==> config.mk <==
export PLATFORM = sky130hd
export DESIGN_NAME = div_ctrl_flat
export DESIGN_NICKNAME = d
export VERILOG_FILES = /design/src/rtl/div_ctrl_if.sv /design/src/rtl/div_ctrl.sv /design/src/flat_wrapper.sv
export SDC_FILE = /design/constraint.sdc
export NUM_CORES = 1
export LEC_CHECK = 0
export ABC_AREA = 0
export BUFFER_PORTS_ARGS = -buffer_cell sky130_fd_sc_hd__clkbuf_2
export CORE_MARGIN = 2
export CORE_UTILIZATION = 50
export DETAILED_ROUTE_END_ITERATION = 12
export PLACE_DENSITY = 0.86
export SLEW_MARGIN = 30
export SYNTH_ARGS = -nofsm -noshare
export SYNTH_HDL_FRONTEND = slang
export SYNTH_SLANG_ARGS = --single-unit
==> constraint.sdc <==
create_clock -name clk -period 3.7 [get_ports clk]
set_input_delay 0.37 -clock clk [delete_from_list [all_inputs] [get_ports clk]]
set_output_delay 0.37 -clock clk [all_outputs]
set_load 0.03 [all_outputs]
==> src/rtl/div_ctrl_if.sv <==
// ---------------------------------------------------------------------------
// div_ctrl_if : bundle between the CPU execute stage, the divide sequencer
//               and the combinational divider.
//
// CPU side    : start, op_signed, op_a, op_b, mthi_we, mtlo_we, wdata (to
//               the sequencer); busy, done, div_zero, hi, lo (from it).
// Divider side: div_ena, div_sign, div_dividend, div_divisor (to divider);
//               div_q, div_r (from divider).
//
// modport slave  : the sequencer's view (div_ctrl).
// modport master : everything around it (CPU stage plus divider instance).
// ---------------------------------------------------------------------------
interface div_ctrl_if;
  logic        start;
  logic        op_signed;
  logic [31:0] op_a;
  logic [31:0] op_b;
  logic        mthi_we;
  logic        mtlo_we;
  logic [31:0] wdata;
  logic        busy;
  logic        done;
  logic        div_zero;
  logic [31:0] hi;
  logic [31:0] lo;
  logic        div_ena;
  logic        div_sign;
  logic [31:0] div_dividend;
  logic [31:0] div_divisor;
  logic [31:0] div_q;
  logic [31:0] div_r;

  modport slave (
    input  start, op_signed, op_a, op_b, mthi_we, mtlo_we, wdata,
    input  div_q, div_r,
    output busy, done, div_zero, hi, lo,
    output div_ena, div_sign, div_dividend, div_divisor
  );

  modport master (
    output start, op_signed, op_a, op_b, mthi_we, mtlo_we, wdata,
    output div_q, div_r,
    input  busy, done, div_zero, hi, lo,
    input  div_ena, div_sign, div_dividend, div_divisor
  );
endinterface

==> src/rtl/div_ctrl.sv <==
// ---------------------------------------------------------------------------
// div_ctrl : multi-cycle sequencer for a combinational divider and the
//            HI/LO register pair (DIV, DIVU, MTHI, MTLO).
//
// Operands are latched on start and held on the divider inputs for LATENCY
// cycles, so the divider path can be constrained as a multicycle path.
// Quotient goes to LO, remainder to HI, then done pulses for one cycle.
// A zero divisor skips the divider and pulses done together with div_zero.
//
// Ports:
//   clk    in  rising-edge clock
//   reset  in  synchronous active-high reset
//   bus    div_ctrl_if.slave (CPU request/result and divider signals)
// Parameters:
//   LATENCY  cycles the divider inputs are held before capture (1..15)
//   CNT_W    width of the hold counter; must be able to hold LATENCY
// ---------------------------------------------------------------------------
module div_ctrl #(
  parameter int LATENCY = 4,
  parameter int CNT_W   = 4
) (
  input  logic       clk,
  input  logic       reset,
  div_ctrl_if.slave  bus
);

  typedef enum logic [1:0] {
    S_IDLE = 2'd0,
    S_BUSY = 2'd1,
    S_DONE = 2'd2
  } state_t;

  localparam logic [CNT_W-1:0] CNT_LOAD = CNT_W'(LATENCY - 1);

  state_t            r_state, w_state_next;
  logic [CNT_W-1:0]  r_cnt,   w_cnt_next;
  logic [31:0]       r_hi,    w_hi_next;
  logic [31:0]       r_lo,    w_lo_next;
  logic [31:0]       r_a,     w_a_next;
  logic [31:0]       r_b,     w_b_next;
  logic              r_sign,  w_sign_next;
  logic              r_dz,    w_dz_next;
  logic              r_busy,  w_busy_next;
  logic              r_done,  w_done_next;

  // Next-state and datapath decisions.
  always_comb begin
    w_state_next = r_state;
    w_cnt_next   = r_cnt;
    w_hi_next    = r_hi;
    w_lo_next    = r_lo;
    w_a_next     = r_a;
    w_b_next     = r_b;
    w_sign_next  = r_sign;
    w_dz_next    = 1'b0;

    case (r_state)
      S_IDLE: begin
        if (bus.start) begin
          // start wins over any move in the same cycle
          if (bus.op_b != 32'd0) begin
            w_a_next     = bus.op_a;
            w_b_next     = bus.op_b;
            w_sign_next  = bus.op_signed;
            w_cnt_next   = CNT_LOAD;
            w_state_next = S_BUSY;
          end else begin
            // zero divisor: no divider access, HI/LO untouched
            w_dz_next    = 1'b1;
            w_state_next = S_DONE;
          end
        end else begin
          if (bus.mthi_we) w_hi_next = bus.wdata;
          if (bus.mtlo_we) w_lo_next = bus.wdata;
        end
      end
      S_BUSY: begin
        if (r_cnt == '0) begin
          // inputs have now been stable for LATENCY cycles
          w_lo_next    = bus.div_q;
          w_hi_next    = bus.div_r;
          w_state_next = S_DONE;
        end else begin
          w_cnt_next = r_cnt - 1'b1;
        end
      end
      S_DONE: begin
        w_state_next = S_IDLE;
      end
      default: begin
        w_state_next = S_IDLE;
      end
    endcase

    // Status outputs are registered copies of the upcoming state.
    w_busy_next = (w_state_next == S_BUSY);
    w_done_next = (w_state_next == S_DONE);
  end

  always_ff @(posedge clk) begin
    if (reset) begin
      r_state <= S_IDLE;
      r_cnt   <= '0;
      r_hi    <= '0;
      r_lo    <= '0;
      r_a     <= '0;
      r_b     <= '0;
      r_sign  <= 1'b0;
      r_dz    <= 1'b0;
      r_busy  <= 1'b0;
      r_done  <= 1'b0;
    end else begin
      r_state <= w_state_next;
      r_cnt   <= w_cnt_next;
      r_hi    <= w_hi_next;
      r_lo    <= w_lo_next;
      r_a     <= w_a_next;
      r_b     <= w_b_next;
      r_sign  <= w_sign_next;
      r_dz    <= w_dz_next;
      r_busy  <= w_busy_next;
      r_done  <= w_done_next;
    end
  end

  assign bus.busy         = r_busy;
  assign bus.done         = r_done;
  assign bus.div_zero     = r_dz;
  assign bus.hi           = r_hi;
  assign bus.lo           = r_lo;
  assign bus.div_ena      = r_busy;
  assign bus.div_sign     = r_sign;
  assign bus.div_dividend = r_a;
  assign bus.div_divisor  = r_b;

endmodule

==> src/flat_wrapper.sv <==
// flat-port wrapper written by rule: the top's interface ports become plain ports
module div_ctrl_flat 
#(
  parameter int LATENCY = 4,
  parameter int CNT_W   = 4
)
  (clk, reset, bus_start, bus_op_signed, bus_op_a, bus_op_b, bus_mthi_we, bus_mtlo_we, bus_wdata, bus_div_q, bus_div_r, bus_busy, bus_done, bus_div_zero, bus_hi, bus_lo, bus_div_ena, bus_div_sign, bus_div_dividend, bus_div_divisor);
  div_ctrl_if bus_i ();
  input  logic clk;
  input  logic reset;
  input wire logic [$bits(bus_i.start)-1:0] bus_start;
  input wire logic [$bits(bus_i.op_signed)-1:0] bus_op_signed;
  input wire logic [$bits(bus_i.op_a)-1:0] bus_op_a;
  input wire logic [$bits(bus_i.op_b)-1:0] bus_op_b;
  input wire logic [$bits(bus_i.mthi_we)-1:0] bus_mthi_we;
  input wire logic [$bits(bus_i.mtlo_we)-1:0] bus_mtlo_we;
  input wire logic [$bits(bus_i.wdata)-1:0] bus_wdata;
  input wire logic [$bits(bus_i.div_q)-1:0] bus_div_q;
  input wire logic [$bits(bus_i.div_r)-1:0] bus_div_r;
  output wire logic [$bits(bus_i.busy)-1:0] bus_busy;
  output wire logic [$bits(bus_i.done)-1:0] bus_done;
  output wire logic [$bits(bus_i.div_zero)-1:0] bus_div_zero;
  output wire logic [$bits(bus_i.hi)-1:0] bus_hi;
  output wire logic [$bits(bus_i.lo)-1:0] bus_lo;
  output wire logic [$bits(bus_i.div_ena)-1:0] bus_div_ena;
  output wire logic [$bits(bus_i.div_sign)-1:0] bus_div_sign;
  output wire logic [$bits(bus_i.div_dividend)-1:0] bus_div_dividend;
  output wire logic [$bits(bus_i.div_divisor)-1:0] bus_div_divisor;
  assign bus_i.start = bus_start;
  assign bus_i.op_signed = bus_op_signed;
  assign bus_i.op_a = bus_op_a;
  assign bus_i.op_b = bus_op_b;
  assign bus_i.mthi_we = bus_mthi_we;
  assign bus_i.mtlo_we = bus_mtlo_we;
  assign bus_i.wdata = bus_wdata;
  assign bus_i.div_q = bus_div_q;
  assign bus_i.div_r = bus_div_r;
  assign bus_busy = bus_i.busy;
  assign bus_done = bus_i.done;
  assign bus_div_zero = bus_i.div_zero;
  assign bus_hi = bus_i.hi;
  assign bus_lo = bus_i.lo;
  assign bus_div_ena = bus_i.div_ena;
  assign bus_div_sign = bus_i.div_sign;
  assign bus_div_dividend = bus_i.div_dividend;
  assign bus_div_divisor = bus_i.div_divisor;
  div_ctrl #(.LATENCY(LATENCY), .CNT_W(CNT_W)) u_core (.clk(clk), .reset(reset), .bus(bus_i));
endmodule
==> summary.txt <==
Clock tree
  • Setup Buffers After CTS: 0
  • Post-CTS sizing: 0
  • Clock tree buffer depth: 2
  • Worst-path clk slew: 60 ps
  • Clk_lat worst skew: 420 ps
  • CTS tree: done
  • H-tree depth: 4
  • Post-CTS Hold Fix Bufs: 0
  • CTS Buf Count: 17
  • Root Buffer: clkbuf_16
  • # clock sinks: 138

Final layout
  • Layout cells sized above 1: 0.391
  • Layout Cells excl Fill: 1,106
  • Final Util: 0.690
  • Diode count: 0
  • FILL cells: 981
  • Design area: 8330 um2
  • Nets: 1,093
  • Area Overhead vs Synth: 33.8%

Critical path
  • Worst path required time: 4040 ps
  • Setup CP Type: reg -> reg
  • Setup crit end kind: register
  • CP Launch Type: register
  • Crit path DAT: 2640 ps
  • R2R depth: 5
  • R2R setup slack: 1400 ps
  • CP Max Fanout: 41

Drt
  • Wirelength, routed: 15,800 um
  • DRT Pass-1 Iters: 4
  • Vias per cell: 4.96
  • Vias: 5,484
  • DRT iter0 DRCs: 426
  • Final ANT Viol Nets: 0
  • Routed len/inst: 14.3 um
  • Residual DRC count: 0

Logic synthesis
  • Main area contributors after synthesis: dfxtp_1 44%, nand2b_1 13%, mux2i_1 11%, a211oi_2 5.6%, a21oi_1 5.5%
  • Ys flop type: dfxtp_1
  • Synth Area in Simple Gates: 0.224
  • Post-Syn Nets: 825
  • Synth Warn #: 0
  • Mux cell area share after synthesis: 0.106
  • Area share of fa/ha/maj cells after synthesis: 0.00402
  • Mapped cell area: 6220 um2
  • Cells after Synth: 657
  • Post-synth EDFFs: 0
  • Leading area contributor after synthesis: dfxtp_1
  • Yosys cell types: 28
  • Flops & latches, synth: 138
  • Top cell type's share of synthesized area: 0.444
  • Post-synthesis compound-gate area fraction: 0.175
  • XOR/XNOR Fraction of Synth Area: 0
  • Most frequent cells after synthesis: 138 x dfxtp_1, 130 x nand2b_1, 68 x a21oi_1
  • Count leader, synth: dfxtp_1
  • Largest family of logic cells by synthesized area: simple AND/OR/NAND/NOR gates
  • Average size of a mapped cell: 9.47 um2
  • Ys async rst share: 0
  • Seq/Total Area, Yosys: 0.444

Timing
  • Max Fclk: 0.434 GHz
  • RSZ-0062 raised after global routing: false
  • Slew Viols, Final: 0
  • Final min period: 2300 ps
  • Clock Skew: 11.2 ps
  • Relative slew slack: 0.447
  • Setup WS post-layout: 1400 ps
  • Setup_tns: 0 ps
  • Final setup viols: 0
  • Final hold viol count: 0
  • Period utilization: 0.623
  • Worst-margin pin slew: 828 ps

Placed design
  • Placed instance area: 7740 um2
  • DP Cell Count: 1,074
  • Final estimated routing congestion in global placement: 0.802
  • I/O Buffers: 298
  • Pre-CTS setup slack: 1430 ps
  • DPL Wire Length: 11,600 um

Global route
  • Total GRT Usage: 0.231
  • Initial antenna violation count: 0
  • First-pass GRT wire length: 24,300 um
  • Largest net degree at the start of global routing: 153
  • Vias in the first global route: 5,158
  • Total global routing overflow: 0

Min path
  • Hold/Removal Path Class: in -> reg
  • Hold depth: 3

Die
  • Chip width: 116 um
  • Chip height: 116 um
  • Core box area: 12,100 um2
  • Full die area: 13,400 um2
  • Site Rows: 40
  • IO Count: 299
  • Initial Utilization: 0.516

Job
  • Maxcap violations: 0

Pwr
  • Peak supply drop: 0.285 mV
  • PwrDens: 553 nW/um2
  • Leak: 3.78 nW

Outcome
  • Outcome: completed
[metrics by stage]
stage / hold WS (ps) / power, mW
2_1_floorplan: 499 / 2.61
6_report: 188 / 4.61
5_1_grt: 180 / 4.83
3_5_place_dp: 459 / 2.95
4_1_cts: 176 / 4.64
3_3_place_gp: 457 / 2.92
[logic make-up after synthesis]
kind of cell             after synthesis
AND/OR/NAND/NOR                      248
flip-flops                           138
multiplexers                          66
buffers and inverters                 59
AO/OA/AOI/OAI                        144
adder cells (fa/ha/maj)                2
[state kept, by name, indices dropped and copies added (netlist names)]
signal	count
u_core.bus.busy	1
u_core.bus.div_dividend	32
u_core.bus.div_divisor	32
u_core.bus.div_sign	1
u_core.bus.div_zero	1
u_core.bus.done	1
u_core.bus.hi	32
u_core.bus.lo	32
u_core.r_cnt	4
u_core.r_state	2
[placed cells by master, fill, tap and decap left out, types with 3 or more instances in the layout]
cell         n
nor4_1       9
buf_4        4
inv_1        4
clkbuf_2   297
bufinv_16    3
dfxtp_1    138
clkbuf_1     5
clkbuf_16   17
nor2_1      66
o31a_1       4
clkinv_2     4
nand2b_1   130
nor2b_1     32
a211oi_2    28
a21oi_1     68
a211oi_1    38
mux2i_1     66
[critical path: stages, from the launching register on]
cell	delay, ps
dfxtp_1	410
nor2_1	150
nand2_1	100
o21ba_4	610
buf_4	650
mux2i_1	270
[report_power, final]
part	switching, mW	internal [mW]	leakage [nW]	total [mW]
Clock	0.600	1.09	0.288	1.69
Combinational	0.757	0.411	2.35	1.17
Sequential	0.0936	1.65	1.14	1.75
Total	1.45	3.16	3.78	4.61
[cell type report]
class / count / area, um2 / area share
Clock inverter: 8 / 118 / 0.0141
Timing Repair Buffer: 304 / 1570 / 0.188
Inverter: 4 / 15.0 / 0.00180
Clock buffer: 24 / 472 / 0.0566
Multi-Input combinational cell: 460 / 3180 / 0.382
Sequential cell: 138 / 2760 / 0.332
Tap cell: 168 / 210 / 0.0252
[path summary, 6_finish.rpt]
check	start	endpoint
worst max register to register	u_core.r_state[1]	u_core.bus.div_dividend[4]
worst max-delay path	u_core.r_state[1]	u_core.bus.div_dividend[4]
worst min-delay path	bus_op_a[18]	u_core.bus.div_dividend[18]
worst min register to register	u_core.bus.div_dividend[9]	u_core.bus.div_dividend[9]
[metal layers]
metal | track usage | vias to the layer above | routed length (um)
met1 | 0.276 | 2436 | 6440
met4 | 0.0948 | 0 | 291
met5 | 0 | - | 0
li1 | - | 2796 | -
met3 | 0.0769 | 25 | 1350
met2 | 0.382 | 227 | 7680
No activity file was read; power rests on OpenSTA's default activity.
